<file path="src/rtl/apb_pkg.sv">
// Types and defaults shared by the bridge blocks (apb_master, apb_slave, I2C front end).
package apb_pkg;

  localparam int APB_ADDR_W = 7;
  localparam int APB_DATA_W = 8;

  typedef enum logic [1:0] {
    IDLE   = 2'd0,
    SETUP  = 2'd1,
    ACCESS = 2'd2,
    RESP   = 2'd3
  } apb_state_e;

  typedef struct packed {
    logic [APB_DATA_W-1:0] rdata;
    logic                  err;
    logic                  timeout;
  } apb_rsp_t;

endpackage

</file>
<file path="src/rtl/apb_wait_timer.sv">
// Saturating wait-state counter; expire_o flags the cycle whose increment reaches the limit.
module apb_wait_timer #(
  parameter int unsigned TIMEOUT_CYCLES = 16
) (
  input  logic clk,
  input  logic rst,
  input  logic clr_i,
  input  logic en_i,
  output logic expire_o
);

  localparam int unsigned CNT_W = (TIMEOUT_CYCLES > 0) ? $clog2(TIMEOUT_CYCLES + 1) : 1;
  localparam logic [CNT_W-1:0] LIMIT = CNT_W'(TIMEOUT_CYCLES);

  logic [CNT_W-1:0] count_q;
  logic [CNT_W-1:0] count_d;

  always_comb begin
    count_d = count_q;
    if (clr_i) begin
      count_d = '0;
    end else if (en_i && (count_q != LIMIT)) begin
      count_d = count_q + CNT_W'(1);
    end
  end

  always_ff @(posedge clk) begin
    if (rst) begin
      count_q <= '0;
    end else begin
      count_q <= count_d;
    end
  end

  // Expiry is decided in the same cycle the count would reach the limit,
  // so a pready arriving in that cycle (en_i low) still completes normally.
  if (TIMEOUT_CYCLES == 0) begin : g_disabled
    assign expire_o = 1'b0;
  end else begin : g_enabled
    localparam logic [CNT_W-1:0] LAST = CNT_W'(TIMEOUT_CYCLES - 1);
    assign expire_o = en_i && (count_q >= LAST);
  end

endmodule

</file>
<file path="src/rtl/apb_master.sv">
// APB initiator for the I2C-to-APB bridge: one command in, one SETUP/ACCESS transfer, one response out.
// state  | meaning
// IDLE   | cmd_ready high, waiting for a command
// SETUP  | psel high, address/data/direction presented
// ACCESS | penable high, waiting for pready or watchdog expiry
// RESP   | bus released, response held until rsp_ready
module apb_master
  import apb_pkg::*;
#(
  parameter int          ADDR_W         = APB_ADDR_W,
  parameter int          DATA_W         = APB_DATA_W,
  parameter int unsigned TIMEOUT_CYCLES = 16
) (
  input  logic              clk,
  input  logic              rst,
  input  logic              cmd_valid,
  output logic              cmd_ready,
  input  logic              cmd_write,
  input  logic [ADDR_W-1:0] cmd_addr,
  input  logic [DATA_W-1:0] cmd_wdata,
  output logic              rsp_valid,
  input  logic              rsp_ready,
  output logic [DATA_W-1:0] rsp_rdata,
  output logic              rsp_err,
  output logic              rsp_timeout,
  output logic              apb_psel,
  output logic              apb_penable,
  output logic              apb_pwrite,
  output logic              apb_pread,
  output logic [ADDR_W-1:0] apb_paddr,
  output logic [DATA_W-1:0] apb_pwdata,
  input  logic [DATA_W-1:0] apb_prdata,
  input  logic              apb_pready,
  input  logic              apb_pslverr
);

  apb_state_e        state_q, state_d;
  logic              cmd_ready_q, cmd_ready_d;
  logic              psel_q, psel_d;
  logic              penable_q, penable_d;
  logic              pwrite_q, pwrite_d;
  logic              pread_q, pread_d;
  logic [ADDR_W-1:0] paddr_q, paddr_d;
  logic [DATA_W-1:0] pwdata_q, pwdata_d;
  logic              rsp_valid_q, rsp_valid_d;
  apb_rsp_t          rsp_q, rsp_d;

  logic timer_clr;
  logic timer_en;
  logic timer_expire;

  assign timer_clr = (state_q == SETUP);
  assign timer_en  = (state_q == ACCESS) && !apb_pready;

  apb_wait_timer #(
    .TIMEOUT_CYCLES(TIMEOUT_CYCLES)
  ) u_wait_timer (
    .clk      (clk),
    .rst      (rst),
    .clr_i    (timer_clr),
    .en_i     (timer_en),
    .expire_o (timer_expire)
  );

  always_comb begin
    state_d     = state_q;
    cmd_ready_d = cmd_ready_q;
    psel_d      = psel_q;
    penable_d   = penable_q;
    pwrite_d    = pwrite_q;
    pread_d     = pread_q;
    paddr_d     = paddr_q;
    pwdata_d    = pwdata_q;
    rsp_valid_d = rsp_valid_q;
    rsp_d       = rsp_q;

    unique case (state_q)
      IDLE: begin
        if (cmd_valid && cmd_ready_q) begin
          state_d     = SETUP;
          cmd_ready_d = 1'b0;
          psel_d      = 1'b1;
          penable_d   = 1'b0;
          pwrite_d    = cmd_write;
          pread_d     = !cmd_write;
          paddr_d     = cmd_addr;
          pwdata_d    = cmd_write ? cmd_wdata : '0;
        end
      end

      SETUP: begin
        state_d   = ACCESS;
        penable_d = 1'b1;
      end

      ACCESS: begin
        if (apb_pready) begin
          state_d       = RESP;
          psel_d        = 1'b0;
          penable_d     = 1'b0;
          pwrite_d      = 1'b0;
          pread_d       = 1'b0;
          rsp_valid_d   = 1'b1;
          rsp_d.rdata   = pread_q ? APB_DATA_W'(apb_prdata) : '0;
          rsp_d.err     = apb_pslverr;
          rsp_d.timeout = 1'b0;
        end else if (timer_expire) begin
          state_d       = RESP;
          psel_d        = 1'b0;
          penable_d     = 1'b0;
          pwrite_d      = 1'b0;
          pread_d       = 1'b0;
          rsp_valid_d   = 1'b1;
          rsp_d.rdata   = '0;
          rsp_d.err     = 1'b1;
          rsp_d.timeout = 1'b1;
        end
      end

      RESP: begin
        if (rsp_ready) begin
          state_d     = IDLE;
          rsp_valid_d = 1'b0;
          cmd_ready_d = 1'b1;
        end
      end

      default: begin
        state_d = IDLE;
      end
    endcase
  end

  always_ff @(posedge clk) begin
    if (rst) begin
      state_q     <= IDLE;
      cmd_ready_q <= 1'b1;
      psel_q      <= 1'b0;
      penable_q   <= 1'b0;
      pwrite_q    <= 1'b0;
      pread_q     <= 1'b0;
      paddr_q     <= '0;
      pwdata_q    <= '0;
      rsp_valid_q <= 1'b0;
      rsp_q       <= '0;
    end else begin
      state_q     <= state_d;
      cmd_ready_q <= cmd_ready_d;
      psel_q      <= psel_d;
      penable_q   <= penable_d;
      pwrite_q    <= pwrite_d;
      pread_q     <= pread_d;
      paddr_q     <= paddr_d;
      pwdata_q    <= pwdata_d;
      rsp_valid_q <= rsp_valid_d;
      rsp_q       <= rsp_d;
    end
  end

  assign cmd_ready   = cmd_ready_q;
  assign rsp_valid   = rsp_valid_q;
  assign rsp_rdata   = DATA_W'(rsp_q.rdata);
  assign rsp_err     = rsp_q.err;
  assign rsp_timeout = rsp_q.timeout;
  assign apb_psel    = psel_q;
  assign apb_penable = penable_q;
  assign apb_pwrite  = pwrite_q;
  assign apb_pread   = pread_q;
  assign apb_paddr   = paddr_q;
  assign apb_pwdata  = pwdata_q;

endmodule

</file>
<file path="config.mk">
export PLATFORM = sky130hd
export DESIGN_NAME = apb_master
export DESIGN_NICKNAME = d
export VERILOG_FILES = /design/src/rtl/apb_pkg.sv /design/src/rtl/apb_wait_timer.sv /design/src/rtl/apb_master.sv
export SDC_FILE = /design/constraint.sdc
export NUM_CORES = 1
export LEC_CHECK = 0
export CAP_MARGIN = 20
export CORE_MARGIN = 5
export CORE_UTILIZATION = 45
export CTS_BUF_LIST = sky130_fd_sc_hd__clkbuf_16
export DETAILED_ROUTE_END_ITERATION = 10
export PLACE_DENSITY = 0.8
export REMOVE_ABC_BUFFERS = 1
export SYNTH_ARGS = -nofsm -noshare
export SYNTH_HDL_FRONTEND = slang
export SYNTH_SLANG_ARGS = --single-unit
export TNS_END_PERCENT = 100
</file>
<file path="constraint.sdc">
create_clock -name clk -period 2.3 [get_ports clk]
set_input_delay 0.46 -clock clk [delete_from_list [all_inputs] [get_ports clk]]
set_output_delay 0.46 -clock clk [all_outputs]
set_load 0.01 [all_outputs]
</file>
======== Yosys cells after proc, flatten, opt, wreduce, memory -nomap -nowiden ========
Index checks and enable logic that the tools add are counted.
storage, ports and cells
  bits in registers ....................... 38
  bits in latches ......................... 0
  memory bits (writable) .................. 0
  ROM bits ................................ 0
  input port bits ......................... 30
  output and inout port bits .............. 31
  word-level logic and storage cells ...... 67
  memories kept ........................... 0
operators by class
  add/sub/neg operators ................... 1
  multipliers ............................. 0
  divide/modulo/power cells ............... 0
  order comparisons ....................... 1
  eq/ne operators ......................... 7
  shift operators ......................... 0
  multiplexer cells ....................... 25
  bitwise gates (word level) .............. 0
  reduce and logical (&&, ||, !) cells .... 20
operator list
  operator                                                                             count
  10-bit 2-to-1 mux                                                                    2
  8-bit 2-to-1 mux                                                                     2
  3-bit AND reduction                                                                  5
  1-bit 2-to-1 mux                                                                     10
  1-bit case mux with 2 select lines                                                   5
  2-bit 2-to-1 mux                                                                     4
  2-bit case mux with 4 select lines                                                   1
  2-bit nonzero test                                                                   4
  5-bit by 1-bit adder with 5-bit output, second input constant                        1
  5-bit by 4-bit greater-or-equal comparator with 1-bit output, second input constant  1
  5-bit inequality test, second input constant                                         1
  2-bit == test, second input constant                                                 2
  1-bit logical AND                                                                    4
  2-bit inequality test, second input constant                                         2
  2-bit AND reduction                                                                  2
  3-bit inequality test, second input constant                                         1
  1-bit case mux with 3 select lines                                                   1
  3-bit nonzero test                                                                   1
  2-bit by 1-bit == test with 1-bit output, second input constant                      1
  1-bit logical NOT                                                                    2
  2-bit logical NOT                                                                    1
  2-bit OR reduction                                                                   1

======== Longest topological paths before layout ========
  word-level depth ........................ 6
  depth in mapped cells ................... 7
  gate-level depth less buffers ........... 6

======== By module ========
From an unflattened synthesis, not the netlist that was laid out.
unflattened totals
  cells, all modules ...................... 196
  area, all modules ....................... 1682.9 um^2
modules (own cells, without submodules)
  module          instances  cells an instance  area each (um^2)  sequential area each (um^2)
  apb_master      1          163                1371.3            660.6
  apb_wait_timer  1          33                 311.5             100.1

======== Worst setup path after synthesis ========
Ideal clock, no wire load.
  kind .................................... register to register
  start point ............................. register u_wait_timer.count_q[0]
  end point ............................... register pread_q (netlist: apb_pread)
  setup time .............................. 0.123 ns
  arrival time ............................ 1.681 ns
  setup slack ............................. 0.496 ns
  cell stages (with the launch flop) ...... 7
  clock period less this slack ............ 1.804 ns
  path through ............................ dfxtp_1 -> ha_1 -> and3_2 -> ha_1 -> nor4b_4 -> a211oi_2 -> mux2_1
between the ends
  word-level cells in the longest chain between the ends .. 4
RTL lines
  what                                                          line                  source
  start, declared                                               apb_wait_timer.sv:15  logic [CNT_W-1:0] count_q;
  start signal, assigned                                        apb_wait_timer.sv:31  count_q <= count_d;
  5-bit by 4-bit greater-or-equal comparator with 1-bit output  apb_wait_timer.sv:41  assign expire_o = en_i && (count_q >= LAST);
  1-bit logical AND                                             apb_wait_timer.sv:41
  3-bit inequality test (no line)                               n/a
  3-bit AND reduction (no line)                                 n/a
  end signal, assigned                                          apb_master.sv:152     pread_q <= pread_d;
  end, declared                                                 apb_master.sv:42      logic pread_q, pread_d;
No other way between the ends.
A chain may end at the register's enable or synchronous reset.

======== Worst setup path after layout ========
Ends and elaborated chain as after synthesis.

==> flow_metrics.env <==
export IMPL_clockBufferDepth=2
export IMPL_ys_types=40
export IMPL_coreArea_um2=3740
export IMPL_top_layer="met4"
export IMPL_drive_gt1_share_pct=7.22
export IMPL_io_pins=61
export IMPL_ff2ff_setup_slack_ns=0.36
export IMPL_clk_pin_slew_ns=0.05
export IMPL_cp_endpoint="apb_pread"
export IMPL_r2r_start="u_wait_timer.count_q[0]"
export IMPL_place_inst=305
export IMPL_fin_crit_sh_pct=84.2
export IMPL_netlist_area_um2=1770
export IMPL_min_path_type="register to register"
export IMPL_setup_viol=0
export IMPL_worstMarginPinSlew_ns=0.584
export IMPL_final_setup_tns_ns=0
export IMPL_n_antenna_cell=0
export IMPL_power_static_leakage_nw=0.953
export IMPL_grt_usage_pct=17.2
export IMPL_cp_startpoint="u_wait_timer.count_q[0]"
export IMPL_critPathKind="register to register"
export IMPL_dieWidth_um=72.7
export IMPL_final_util_pct=68.4
export IMPL_portBuffers=60
export IMPL_ys_seq_area_share_pct=43.1
export IMPL_antenna_found_initial=0
export IMPL_cts_tree="yes"
export IMPL_max_freq_mhz=517
export IMPL_grt_pass1_vias=1601
export IMPL_num_vias=1612
export IMPL_start_kind="register"
export IMPL_status="finished, final reports clean"
export IMPL_required_ns=2.46
export IMPL_cp_arrival_ns=2.09
export IMPL_post_cts_buffers=0
export IMPL_cp_max_fo=5
export IMPL_overflow=0
export IMPL_slew_viol_final=0
export IMPL_wl_met1_um=1860
export IMPL_place_congestion=0.731
export IMPL_synthArstFlopShare_pct=0
export IMPL_cts_buffers=5
export IMPL_slew_headroom_pct=61.0
export IMPL_die_h_um=72.7
export IMPL_rsz0062_at_grt="no"
export IMPL_powerDensity_nw_per_um2=883
export IMPL_wl_met3_um=209
export IMPL_synthCells=203
export IMPL_fin_crit_ns=1.94
export IMPL_ir_drop_mv=0.563
export IMPL_holdBufCountCts=0
export IMPL_post_dp_hpwl_um=2950
export IMPL_finalWirelength_um=4300
export IMPL_ys_flop_type="dfxtp_1"
export IMPL_area_growth_syn_to_layout_pct=44.9
export IMPL_r2r_end="apb_pread"
export IMPL_die_area_um2=5280
export IMPL_fin_area_um2=2560
export IMPL_synth_edf_count=0
export IMPL_initial_core_util_pct=47.2
export IMPL_first_iter_violations=106
export IMPL_num_rows=22
export IMPL_dr_wl_met2_um=2170
export IMPL_dr_pass1_iters=5
export IMPL_power_total_mw=2.26
export IMPL_worst_r2r_cell_count=6
export IMPL_cts_sinks=38
export IMPL_instances_no_fill=311
export IMPL_ant_nets=0
export IMPL_setup_worst_path_end_class="register"
export IMPL_placed_area_um2=2430
export IMPL_yosysWarnings=0
export IMPL_finalHoldViolCount=0
export IMPL_avgSynthCellArea_um2=8.70
export IMPL_skew_ns=0.00181
export IMPL_clk_latency_ns=0.27
export IMPL_wl_per_cell_um=13.8
export IMPL_ys_ff_latch=38
export IMPL_route_detailed_drc=0
export IMPL_finalNetCount=302
export IMPL_grt_max_degree=40
export IMPL_viasPerCell=5.18
export IMPL_grt_pass1_wl_um=7200
export IMPL_cts_resized=0
export IMPL_drv_cap=0
export IMPL_cts_root_buffer="clkbuf_16"
export IMPL_htree_levels=2
## placed cells by master (no fill, tap or decap), types with 2 or more instances in the layout
master and n:
nor2_1 6, inv_1 9, nand4_1 8, mux2i_1 3, clkbuf_16 5, a21oi_1 22
ha_1 8, buf_4 5, dfxtp_1 38, nor3_1 2, mux2_1 2, nor2b_1 4
nand2_1 25, nand3_1 12, a21boi_1 2, o21a_1 2, nand2b_1 14, o21bai_1 2
clkdlybuf4s50_1 60, o21ai_0 12, a211oi_2 2
## where the power goes
group,leakage (nW),total (mW),internal [mW],switching [mW]
combinational,0.581,0.807,0.404,0.403
sequential,0.309,0.836,0.760,0.0757
clock,0.0632,0.619,0.385,0.234
## worst min-delay path by stage
| stage | startpoint | end | cells after the start |
|---|---|---|---|
| detailed placement | apb_pwdata[1] | apb_pwdata[1] | 2 |
| finish | apb_pwdata[1] | apb_pwdata[1] | 2 |
| CTS | apb_pwdata[1] | apb_pwdata[1] | 2 |
| global placement | apb_pwdata[0] | apb_pwdata[0] | 2 |
| floorplan | apb_pwdata[0] | apb_pwdata[0] | 2 |
| global route | apb_pwdata[5] | apb_pwdata[5] | 2 |
## kinds of logic after synthesis
kind of cell | count (synthesis) | synth area share (%)
AND/OR/NAND/NOR | 82 | 26.3
AO/OA/AOI/OAI | 48 | 16.4
flip-flops | 38 | 43.1
buffers and inverters | 21 | 4.96
adder cells (fa/ha/maj) | 8 | 5.67
multiplexers | 6 | 3.61
## layer usage
| layer | GRT usage, % | up-vias |
|---|---|---|
| met3 | 3.86 | 5 |
| met5 | 0 | - |
| met4 | 6.76 | 0 |
| li1 | - | 825 |
| met1 | 21.5 | 744 |
| met2 | 28.6 | 38 |
## Yosys cell counts (2+ instances only)
cell type	count	area [um^2]
dfxtp_1	38	761
nor2b_1	4	25.0
a211oi_2	2	25.0
o21ai_0	12	60.1
nand2b_1	14	87.6
nand3_1	12	60.1
buf_2	4	20.0
mux2i_1	3	30.0
ha_1	8	100
o21a_1	2	15.0
o21bai_1	2	15.0
inv_1	9	33.8
mux2_1	2	22.5
a21oi_1	22	110
a21boi_1	2	15.0
clkbuf_1	6	22.5
nor2_1	6	22.5
nor3_1	2	10.0
nand4_1	8	50.1
nand2_1	25	93.8
## area by class of cell
class	count	area, um^2
well taps	48	60.1
fillers	320	1180
flip-flops and latches	38	761
repair buffers	66	658
inverters	9	33.8
multi-input cells	144	918
clock inverters	1	3.75
clock buffers	5	125
## worst max-delay path, cell delays in order, from the launching register on
cell and delay (ns):
dfxtp_1 0.36, ha_1 0.22, and3_2 0.21, ha_1 0.23, nor4b_4 0.31, a211oi_2 0.16
mux2_1 0.33
## flip-flops by register name (all words and copies together) (netlist names), 2 cells and up
| signal | cells |
|---|---|
| apb_paddr | 7 |
| u_wait_timer.count_q | 5 |
| rsp_rdata | 8 |
| apb_pwdata | 8 |
| state_q | 2 |
## stage by stage
step	hold WS (ns)	setup WS, ns
floorplan	0.470	0.488
global placement	0.438	0.315
detailed placement	0.446	0.282
CTS	0.451	0.354
global route	0.476	0.247
finish	0.451	0.364
Note: power is estimated with default switching activity, not from simulation.
==> RTL change, RTL diff (same flow settings) <==
The package constant `APB_ADDR_W` goes from 7 to 6.
--- a/src/rtl/apb_pkg.sv
+++ b/src/rtl/apb_pkg.sv
@@ -1,7 +1,7 @@
 // Types and defaults shared by the bridge blocks (apb_master, apb_slave, I2C front end).
 package apb_pkg;
 
-  localparam int APB_ADDR_W = 7;
+  localparam int APB_ADDR_W = 6;
   localparam int APB_DATA_W = 8;
 
   typedef enum logic [1:0] {
Interface: changed (resized apb_paddr and cmd_addr); port bits go from 61 to 59. No check against the original RTL was run, so the function may have changed too.
==> RTL change against the original RTL <==
First-iteration DRC count fell by 49%. Clock power up 2%. Sequential cell count decreased by 1. Area after synthesis decreased by 2.5%. Total power decreased by 1.6%. Routed wire length down 4.4%. Worst setup slack about the same. Final area shrank 2.4%. Critical path type unchanged. Critical endpoint is now rsp_rdata[4]$_SDFFE_PP0P_.
==> RTL change: results (changes against the original RTL) <==
| Metric | Value |
|---|---|
| Crit path largest cell delay | `0.49 ns (+0.13 ns)` |
| Fin nets | `294 (-2.6%)` |
| Wire length of the first global-routing pass | `6720 um (-6.7%)` |
| Final Skew | `0.00518 ns (+0.00337 ns)` |
| Vias | `1571 (-2.5%)` |
| Post-DP HPWL | `3120 um (+5.5%)` |
| Post-DP Area | `2360 sq um (-2.9%)` |
| Status | `finished clean` |
| R2r startpoint | `u_wait_timer.count_q[1]$_SDFFE_PP0P_` |
| Post-synthesis mux area share | `3.70% (+0.092 points)` |
| Worst slew pin tran | `0.596 ns (+0.0125 ns)` |
| Worst Hold Endpoint | `apb_pwdata[3]$_SDFFE_PP0P_` |
| Pleak | `0.925 nW (-2.9%)` |
| Max VDD drop | `0.561 mV (-0.35%)` |
| Final WS setup | `0.364 ns (-0.000127 ns)` |
| DRT iter0 DRCs | `54 (-49%)` |
| FILL cells | `331 (+3.4%)` |
| Post-Synth Adder-Cell Area | `5.81% (+0.14 points)` |
| Post-synth top cells | `dfxtp_1 (37), a21oi_1 (22), nand2_1 (22)` |
| Synth cell types | `38 (-5.0%)` |
| Register area share after synthesis | `43.0% (-0.067 points)` |
| Gp weighted congestion | `0.791 (+8.3%)` |
| CP arrival | `2.07 ns (-0.02 ns)` |
| Hold path start | `apb_pwdata[3]$_SDFFE_PP0P_` |
| Drt wl/cell | `13.4 um (-2.8%)` |
| Largest net degree at the start of global routing | `16 (-60%)` |
| Dpl ws | `0.324 ns (+0.0419 ns)` |
| Number of global-route vias before repair | `1422 (-11%)` |
| Cell Int Power | `1.52 mW (-1.7%)` |
RTL change: layer usage:
metal | vias to the layer above | part of all wire [%] | GRT usage [%]
li1 | 806 | - | -
met1 | 736 | 45 | 21.4
met2 | 23 | 50 | 26.4
met3 | 6 | 2.9 | 3.23
met4 | 0 | 1.4 | 6.26
met5 | - | 0 | 0
RTL change: power by group through the flow:
stage / sequential (mW) / clock, mW / combinational, mW
after floorplan: 0.851 / 0 / 0.424
after global placement: 0.825 / 0 / 0.773
after detailed placement: 0.825 / 0 / 0.783
after CTS: 0.813 / 0.646 / 0.787
after global routing: 0.827 / 0.669 / 0.858
final: 0.813 / 0.634 / 0.779
RTL change: area by class of cell:
class	count	area, sq um	share of cell area [%]
Sequential cell	37	741	29.6
Clock buffer	5	125	5.01
Clock inverter	3	13.8	0.551
Multi-Input combinational cell	141	903	36.2
Inverter	8	30.0	1.20
Timing Repair Buffer	64	626	25.0
Tap cell	48	60.1	2.40
